`config.mk`:
```
export PLATFORM = sky130hd
export DESIGN_NAME = ysyx_24100005_lsu
export DESIGN_NICKNAME = d
export VERILOG_FILES = /design/src/rtl/ysyx_24100005_lsu.sv
export SDC_FILE = /design/constraint.sdc
export NUM_CORES = 1
export LEC_CHECK = 0
export BUFFER_PORTS_ARGS = -buffer_cell sky130_fd_sc_hd__buf_2
export CAP_MARGIN = 15
export CORE_ASPECT_RATIO = 0.5
export CORE_UTILIZATION = 49
export CTS_CLUSTER_DIAMETER = 60
export DETAILED_ROUTE_END_ITERATION = 8
export PLACE_DENSITY = 0.82
export SYNTH_ARGS = -nofsm -noshare
export SYNTH_HDL_FRONTEND = slang
export SYNTH_SLANG_ARGS = --single-unit
```
`constraint.sdc`:
```
create_clock -name clk -period 2.9 [get_ports clk]
set_input_delay 0.29 -clock clk [delete_from_list [all_inputs] [get_ports clk]]
set_output_delay 0.29 -clock clk [all_outputs]
set_load 0.02 [all_outputs]
```
`src/rtl/ysyx_24100005_lsu.sv`:
```
`default_nettype none
// +----------------------------------------------------------------------------+
// | Module      : ysyx_24100005_lsu                                            |
// | Description : Multi-cycle load/store unit. Valid/ready handshakes toward   |
// |               the EXU, the data memory and the WBU; byte-lane alignment,   |
// |               sign/zero extension, early fault detection, resp timeout.    |
// | Revision    : 1.0 - initial release                                        |
// +----------------------------------------------------------------------------+
module ysyx_24100005_lsu #(
  parameter int XLEN    = 32,
  parameter int ADDR_W  = 32,
  parameter int TIMEOUT = 64
) (
  input  logic              clk,
  input  logic              rst,
  input  logic              in_valid,
  output logic              in_ready,
  input  logic              in_load,
  input  logic              in_store,
  input  logic [2:0]        in_funct3,
  input  logic [ADDR_W-1:0] in_addr,
  input  logic [XLEN-1:0]   in_wdata,
  output logic              mem_req_valid,
  input  logic              mem_req_ready,
  output logic              mem_req_wen,
  output logic [ADDR_W-1:0] mem_req_addr,
  output logic [XLEN-1:0]   mem_req_wdata,
  output logic [XLEN/8-1:0] mem_req_wmask,
  input  logic              mem_resp_valid,
  input  logic [XLEN-1:0]   mem_resp_rdata,
  output logic              out_valid,
  input  logic              out_ready,
  output logic [XLEN-1:0]   out_rdata,
  output logic              out_err
);

  localparam int c_NB   = XLEN / 8;
  localparam int c_OFFW = $clog2(c_NB);
  localparam int c_CNTW = $clog2(TIMEOUT);

  localparam logic [1:0] c_IDLE = 2'd0;
  localparam logic [1:0] c_REQ  = 2'd1;
  localparam logic [1:0] c_WAIT = 2'd2;
  localparam logic [1:0] c_RESP = 2'd3;

  logic [1:0]        r_state;
  logic [1:0]        w_next;
  logic              r_load;
  logic [2:0]        r_funct3;
  logic [c_OFFW-1:0] r_off;
  logic [ADDR_W-1:0] r_addr;
  logic [XLEN-1:0]   r_wdata;
  logic [c_NB-1:0]   r_wmask;
  logic [XLEN-1:0]   r_rdata;
  logic              r_err;
  logic [c_CNTW-1:0] r_cnt;

  logic              w_accept;
  logic              w_noop;
  logic              w_illegal;
  logic              w_misalign;
  logic              w_fault;
  logic              w_timeout;
  logic [c_NB-1:0]   w_mask_base;
  logic [XLEN-1:0]   w_lane;
  logic [XLEN-1:0]   w_tmp;
  logic [6:0]        w_shamt;
  logic [XLEN-1:0]   w_load_ext;

  assign w_accept  = in_valid && (r_state == c_IDLE);
  assign w_noop    = !in_load && !in_store;
  assign w_timeout = (r_cnt == c_CNTW'(TIMEOUT - 1));
  assign w_fault   = (in_load && in_store) || w_illegal || w_misalign;

  // Classify the incoming request: illegal encodings, misalignment, store lane strobes.
  always_comb begin
    w_illegal   = 1'b0;
    w_misalign  = 1'b0;
    w_mask_base = '0;
    if (in_load)
      w_illegal = (in_funct3 == 3'b111) ||
                  ((XLEN == 32) && ((in_funct3 == 3'b011) || (in_funct3 == 3'b110)));
    if (in_store)
      w_illegal = w_illegal || in_funct3[2] || ((XLEN == 32) && (in_funct3 == 3'b011));
    case (in_funct3[1:0])
      2'd0: begin w_misalign = 1'b0;            w_mask_base = c_NB'(1);   end
      2'd1: begin w_misalign = in_addr[0];      w_mask_base = c_NB'(3);   end
      2'd2: begin w_misalign = |in_addr[1:0];   w_mask_base = c_NB'(15);  end
      default: begin w_misalign = |in_addr[2:0]; w_mask_base = {c_NB{1'b1}}; end
    endcase
    if (w_noop)
      w_misalign = 1'b0;
  end

  // Pick the addressed lane out of the read word and extend it to XLEN.
  always_comb begin
    w_lane = mem_resp_rdata >> {r_off, 3'b000};
    case (r_funct3[1:0])
      2'd0:    w_shamt = 7'(XLEN - 8);
      2'd1:    w_shamt = 7'(XLEN - 16);
      2'd2:    w_shamt = 7'(XLEN - 32);
      default: w_shamt = '0;
    endcase
    w_tmp = w_lane << w_shamt;
    if (r_funct3[2])
      w_load_ext = w_tmp >> w_shamt;
    else
      w_load_ext = $signed(w_tmp) >>> w_shamt;
  end

  // State register.
  always_ff @(posedge clk) begin
    if (rst)
      r_state <= c_IDLE;
    else
      r_state <= w_next;
  end

  // Next-state logic; faulty and no-op requests bypass memory entirely.
  always_comb begin
    w_next = r_state;
    case (r_state)
      c_IDLE: if (in_valid) w_next = (w_noop || w_fault) ? c_RESP : c_REQ;
      c_REQ:  if (mem_req_ready) w_next = c_WAIT;
      c_WAIT: if (mem_resp_valid || w_timeout) w_next = c_RESP;
      default: if (out_ready) w_next = c_IDLE;
    endcase
  end

  // Outputs decoded from state and the captured request/result registers.
  always_comb begin
    in_ready      = (r_state == c_IDLE);
    mem_req_valid = (r_state == c_REQ);
    out_valid     = (r_state == c_RESP);
    mem_req_wen   = !r_load;
    mem_req_addr  = r_addr;
    mem_req_wdata = r_wdata;
    mem_req_wmask = r_wmask;
    out_rdata     = r_rdata;
    out_err       = r_err;
  end

  // Request capture, wait-cycle counting and result latching.
  always_ff @(posedge clk) begin
    if (rst) begin
      r_load   <= 1'b0;
      r_funct3 <= '0;
      r_off    <= '0;
      r_addr   <= '0;
      r_wdata  <= '0;
      r_wmask  <= '0;
      r_rdata  <= '0;
      r_err    <= 1'b0;
      r_cnt    <= '0;
    end else begin
      if (w_accept) begin
        r_load   <= in_load;
        r_funct3 <= in_funct3;
        r_off    <= in_addr[c_OFFW-1:0];
        r_addr   <= {in_addr[ADDR_W-1:c_OFFW], {c_OFFW{1'b0}}};
        r_wdata  <= in_store ? (in_wdata << {in_addr[c_OFFW-1:0], 3'b000}) : '0;
        r_wmask  <= in_store ? (w_mask_base << in_addr[c_OFFW-1:0]) : '0;
        r_rdata  <= '0;
        r_err    <= w_fault;
      end
      if (r_state == c_WAIT) begin
        r_cnt <= r_cnt + c_CNTW'(1);
        // A response arriving on the last allowed cycle still beats the timeout.
        if (mem_resp_valid) begin
          r_rdata <= r_load ? w_load_ext : '0;
          r_err   <= 1'b0;
        end else if (w_timeout) begin
          r_rdata <= '0;
          r_err   <= 1'b1;
        end
      end else begin
        r_cnt <= '0;
      end
    end
  end

endmodule
`default_nettype wire

```
==> results.md, run 1 <==
* Root Driver: clkbuf_16
* Largest net degree at the start of global routing at 77
* Clock network power share at 42.8%
* Final hold vios at 0
* DR WL/cell at 16.1 um
* Final net count at 840
* Startpoint types: register
* CTS Buf Count at 17
* Antenna Nets Post-Route at 0
* Status: finished, final reports clean
* HP Start: in_addr[12]
* All-Layer GR Usage at 25.6%
* Initial Util at 51.8%
* Clk buf depth at 2
* Setup crit end kind: register
* Data arrival, critical path at 2820 ps
* Clock Latency Late Sink at 400 ps
* Worst vdd ir at 0.000443 V
* Pleak at 3.10 nW
* Post-CTS setup buffer count at 0
* Fin crit share at 85.6%
* Crit-path max FO at 9
* Total wire length at 14100 um
* Grt ovf at 0
* Relative slew slack at 45.3%
* Diode count at 0
* Hold Path Class: in -> reg
* Main synth FF type: dfxtp_1
* Initial antenna violation count at 0
* Mapped Area at 5030 um^2
* Sequential fraction of design power at 33.0%
* Crit path from: r_state[0]$_SDFFE_PP0P_
* EDFF count, synth at 0
* CTS tree: done
* CTS sink count at 113
* Hold WS at 122 ps
* Vias in the first global route at 4530
* CP Data Required Time at 3240 ps
* Yosys cell types at 53
* Fillers at 775
* Share of cells above drive strength 1 at 39.0%
* Total power at 5.45 mW
* Period minus WS final at 2480 ps
* RD Place Congestion at 0.869
* Post-DP HPWL at 9740 um
* I/O Pins at 212
* Hold buffer count at cts at 0
* Seq/Total Area, Yosys at 45.0%
* Asr flop ratio synth at 0%
* Area delta synth->final at 34.8%
* Worst-Margin Slew at 814 ps
* Worst Skew at 8.78 ps
* First-pass GRT wire length at 21600 um
* Detailed-route DRC error count at 0
* Reg clk slew, reported paths at 50 ps
* Sw Ratio at 30.0%
* H-tree depth at 4
* Multi-input gate area at 2540 um^2
* Sw power at 1.64 mW
* Die height at 73.6 um
* Max Cap Viol at 0
* Die X at 145 um
* Die area at 10700 um^2
* Syn Inst Count at 537
* PD cells at 805 nW/um^2
* Reg area at 2260 um^2
* Routed via count at 4816
* Synth warnings at 0
* RSZ-0062 raised after global routing: no
* Combinational Power Share at 24.1%
* Yosys reg bits at 113
* Fmax at 403 MHz
* Cell internal pwr at 3.82 mW
* Row cnt at 25
* Worst r2r src: r_state[0]$_SDFFE_PP0P_
* Initial DRC Count at 275
* Post-Syn Area per Cell at 9.36 um^2
* Setup_tns at 0 ps
* Final core area utilization at 69.9%
* Via/cell ratio at 5.50
* Core box area at 9700 um^2
* Post_cts resized at 0
* Number of I/O port buffers at 209
* Fin. max-slew vios at 0
* Setup violations, final at 0
* Setup CP Type: reg -> reg
* First-pass detailed-route iteration total at 5
==> per-stage QoR <==
stage / instance area [um^2] / instances / worst slack, ps
after floorplan: 5030 / 538 / 963
after global placement: 6100 / 844 / 696
after detailed placement: 6100 / 844 / 552
after CTS: 6770 / 876 / 461
after global routing: 6770 / 876 / 250
final: 6770 / 876 / 416
==> power groups by stage <==
stage               Clock [mW]  Combinational (mW)  Sequential (mW)
floorplan                    0               0.791             1.95
detailed placement           0                1.31             1.83
finish                    2.34                1.32             1.80
CTS                       2.35                1.32             1.80
global route              2.42                1.44             1.82
global placement             0                1.29             1.82
==> kinds of logic after synthesis <==
group                      share of synthesized area, %
AOI/OAI and AO/OA                                  21.6
xor gates and xnor gates                          0.697
adders and majority gates                          1.24
buffers and inverters                              4.68
DFF                                                45.0
muxes                                              11.7
other                                            0.0746
and+or+nand+nor                                    14.9
==> area by class of cell <==
class / count / share of cell area (%)
multi-input cells: 372 / 37.5
flip-flops and latches: 113 / 33.4
repair buffers: 217 / 16.3
clock buffers: 23 / 7.35
clock inverters: 9 / 2.59
well taps: 135 / 2.49
inverters: 7 / 0.388
==> routing by layer <==
layer | global-route usage, % | vias up | wire length (um)
met5 | 0 | - | 0
met4 | 10.9 | 0 | 226
met3 | 5.65 | 22 | 941
met2 | 45.6 | 200 | 6830
met1 | 30.6 | 2266 | 6070
li1 | - | 2328 | -
==> worst max-delay path: stages, from the launching register on <==
cell      delay [ps]
dfxtp_1          340
inv_1             90
ha_1             350
and4b_1          530
nand3b_1         340
nor2_1           530
a221o_1          250
==> synthesized netlist by cell type, types with 9 or more instances <==
master	count	share of area, %
nor2b_1	9	1.1
dfxtp_1	113	45
nor2_1	52	3.9
nand2_1	85	6.3
clkbuf_1	24	1.8
a22oi_1	26	3.9
buf_1	9	0.67
o2bb2ai_1	16	2.8
mux4_2	9	4.0
mux2i_1	18	3.6
a21oi_1	51	5.1
mux2_2	16	3.6
==> flip-flops by register name, indices dropped and copies added, names as in the netlist <==
signal,flops
r_load,1
r_funct3,3
mem_req_wdata,32
mem_req_addr,30
out_rdata,32
r_off,2
r_cnt,6
out_err,1
mem_req_wmask,4
r_state,2
==> final timing paths <==
path	cells past startpoint	slack [ps]	to
worst max-delay path	6	420	out_rdata[27]$_SDFF_PP0_
worst min register to register	2	450	mem_req_addr[18]$_SDFFE_PP0P_
worst min-delay path	3	120	mem_req_addr[12]$_SDFFE_PP0P_
worst max register to register	6	420	out_rdata[27]$_SDFF_PP0_
==> cell usage in the layout (no fill, tap or decap), drive strengths merged, types with 7 or more instances in the layout <==
cell type / synthesis / final
a222oi: 8 / 8
nand2: 85 / 85
mux2: 16 / 16
nor2b: 9 / 9
o2bb2ai: 16 / 16
dfxtp: 113 / 113
clkbuf: 24 / 23
a32o: 7 / 7
a22oi: 26 / 26
a21oi: 51 / 51
a221o: 8 / 8
a211o: 15 / 15
mux4: 10 / 10
nor2: 52 / 52
buf: 22 / 217
mux2i: 18 / 18
inv: 7 / 7
No activity file was read; power rests on OpenSTA's default activity.
==> run 2, diff against run 1 <==
--- a/config.mk
+++ b/config.mk
@@ -7,2 +7,3 @@
 export LEC_CHECK = 0
+export ABC_AREA = 1
 export BUFFER_PORTS_ARGS = -buffer_cell sky130_fd_sc_hd__buf_2
@@ -13,3 +14,3 @@
 export DETAILED_ROUTE_END_ITERATION = 8
-export PLACE_DENSITY = 0.82
+export PLACE_DENSITY = 0.8
 export SYNTH_ARGS = -nofsm -noshare
==> constraint.sdc (replaced) <==
create_clock -name clk -period 2.9 [get_ports clk]
set_input_delay 0.435 -clock clk [delete_from_list [all_inputs] [get_ports clk]]
set_output_delay 0.435 -clock clk [all_outputs]
set_load 0.02 [all_outputs]
==> run 2 against run 1 <==
  * The run now ends with design-rule violations left
  * Worst hold slack better by 150 ps
  * Total power is 8.4% higher
  * Clock skew is 3.7 ps higher
  * Routed wire length is 12% higher
  * Via count is 24% higher
  * Core utilization is 2.7 points lower
  * Global-route usage is 2.0 points higher
  * Flip-flop and latch count stayed put
==> results.md, run 2 <==
* Status: finished, violations left
* Failing checks: design-rule violations
* DR WL/cell at 13.7 um
* Mapped Area at 5510 um^2
* Crit-path max FO at 38
* Yosys cell types at 40
* Cell internal pwr at 3.72 mW
* Diode count at 0
* Antenna Nets Post-Route at 0
* Clock network power share at 35.0%
* RSZ-0062 raised after global routing: no
* Setup violations, final at 0
* Most common cell after layout, fill and taps aside: nand2_1
* I/O Pins at 212
* First-pass detailed-route iteration total at 8
* Multi-input gate area at 2740 um^2
* Sw Ratio at 37.1%
* Sequential fraction of design power at 31.9%
* Setup CP Type: reg -> reg
* Max Cap Viol at 0
* Hold WS at 277 ps
* CTS sink count at 113
* Fin crit share at 77.3%
* H-tree depth at 4
* Setup crit end kind: register
* Seq/Total Area, Yosys at 41.0%
* Most used cell, CP: inv_1
* Fmax at 446 MHz
* Crit path max-delay family: buffers and inverters
* Total wire length at 15700 um
* Yosys top cell area share at 41.0%
* Grt ovf at 0
* Synth warnings at 0
* Syn Inst Count at 809
* CP max-delay cell: inv_1
* Largest net degree at the start of global routing at 64
* Final hold vios at 0
* Main synth FF type: dfxtp_1
* All-Layer GR Usage at 27.6%
* Worst-Margin Slew at 962 ps
* Sw power at 2.19 mW
* PD cells at 833 nW/um^2
* Data arrival, critical path at 2570 ps
* Hold buffer count at cts at 0
* Worst vdd ir at 0.000385 V
* Worst Skew at 12.5 ps
* Pleak at 3.76 nW
* Post-DP HPWL at 11200 um
* Asr flop ratio synth at 0%
* Clk buf depth at 2
* Post-Syn Area per Cell at 6.82 um^2
* Post_cts resized at 0
* Slowest stage delay, CP at 810 ps
* Most frequent cells in the layout: nand2_1, buf_2, dfxtp_1
* Startpoint types: register
* Count leader, synth: nand2_1
* CTS Buf Count at 17
* Initial DRC Count at 331
* Row cnt at 26
* Die X at 152 um
* Post-route design area at 7100 um^2
* Routed via count at 5981
* Vias in the first global route at 5468
* CP Data Required Time at 3230 ps
* Period minus WS final at 2240 ps
* Post-DP Area at 6500 um^2
* Final core area utilization at 67.1%
* Reg area at 2260 um^2
* Post-CTS setup buffer count at 0
* Initial antenna violation count at 0
* Relative slew slack at 35.8%
* Fillers at 978
* RD Place Congestion at 0.916
* Worst Path Buf+Inv at 2
* Combinational Power Share at 33.1%
* EDFF count, synth at 0
* Final net count at 1108
* Area delta synth->final at 28.7%
* Die height at 77.0 um
* Most frequent cells after synthesis: nand2_1, dfxtp_1, nor2_1, o21ai_0, a21oi_1
* Die area at 11700 um^2
* Fin. max-slew vios at 0
* Hold Path Class: in -> reg
* Share of cells above drive strength 1 at 27.1%
* Clock Latency Late Sink at 410 ps
* Core box area at 10600 um^2
* Via/cell ratio at 5.21
* Number of I/O port buffers at 209
* CTS tree: done
* Reg clk slew, reported paths at 50 ps
* First-pass GRT wire length at 25800 um
* Initial Util at 52.2%
* Largest area contributor in the netlist: dfxtp_1
* Detailed-route DRC error count at 24
* Root Driver: clkbuf_16
* Dominant cells by area after synthesis: dfxtp_1, nand2_1, o21ai_0
* Crit path cell chain: inv_1 > ha_1 > nand2_4 > inv_1 > nand3_1 > a31oi_1
* Setup_tns at 0 ps
* Yosys reg bits at 113
==> run 2: cell types whose count changed after synthesis, moves of 11 or more <==
cell       delta
nand3_1      +43
a22oi_1      -18
inv_1        +44
nand2_1     +191
o211ai_1     +18
mux2_2       -16
o21ai_0      +56
nor2_1       +26
mux2i_1      -17
o2bb2ai_1    -16
buf_2        +11
clkbuf_1     -11
==> run 2: final timing paths <==
check	start	to	slack [ps]	cells past startpoint
setup / recovery	r_state[0]$_SDFFE_PP0P_	out_err$_SDFF_PP0_	660	6
hold / removal	in_addr[31]	mem_req_addr[31]$_SDFFE_PP0P_	280	3
setup reg to reg	r_state[0]$_SDFFE_PP0P_	out_err$_SDFF_PP0_	660	6
hold reg to reg	out_rdata[5]$_SDFF_PP0_	out_rdata[5]$_SDFF_PP0_	440	2
==> run 2: cells by family (layout without fill, tap and decap cells) <==
family | Yosys count | count (layout) | share of synthesized area, %
muxes | 1 | 1 | 0.182
AOI/OAI and AO/OA | 156 | 156 | 16.0
adders and majority gates | 5 | 5 | 1.13
other | 1 | 2 | 0.0680
buffers and inverters | 107 | 306 | 9.28
and+or+nand+nor | 426 | 426 | 32.3
DFF | 113 | 113 | 41.0
==> run 2: power by group through the flow <==
stage                     Combinational (mW)  Clock, mW  Sequential [mW]
after floorplan                         1.33          0             2.08
after global placement                  1.91          0             1.91
after detailed placement                1.94          0             1.92
after CTS                               1.95       2.09             1.89
after global routing                    2.19       2.18             1.91
final                                   1.96       2.07             1.89
==> run 2: cell type report <==
| cell class | count | area share, % |
|---|---|---|
| multi-input cells | 590 | 38.7 |
| clock inverters | 9 | 1.48 |
| flip-flops and latches | 113 | 31.9 |
| repair buffers | 215 | 15.4 |
| well taps | 140 | 2.47 |
| inverters | 59 | 3.28 |
| clock buffers | 23 | 6.87 |
==> run 2: stage by stage <==
step / total power, mW / setup slack, ps / std cells
floorplan: 3.41 / 1320 / 810
finish: 5.91 / 658 / 1149
CTS: 5.93 / 651 / 1149
global route: 6.28 / 368 / 1149
detailed placement: 3.85 / 679 / 1117
global placement: 3.82 / 762 / 1117
==> run 2: routing by layer <==
layer  track usage [%]  share of wire (%)  wire length [um]
met3              7.63                7.1              1120
met5                 0                  0                 0
met1              33.0                 43              6760
met2              46.5                 47              7390
met4              12.6                2.7               417
==> run 2: worst reg2reg max path: stages (launching register included) <==
cell and delay [ps]:
dfxtp_1 340, inv_1 90, ha_1 280, nand2_4 300, inv_1 830, nand3_1 150, a31oi_1 170
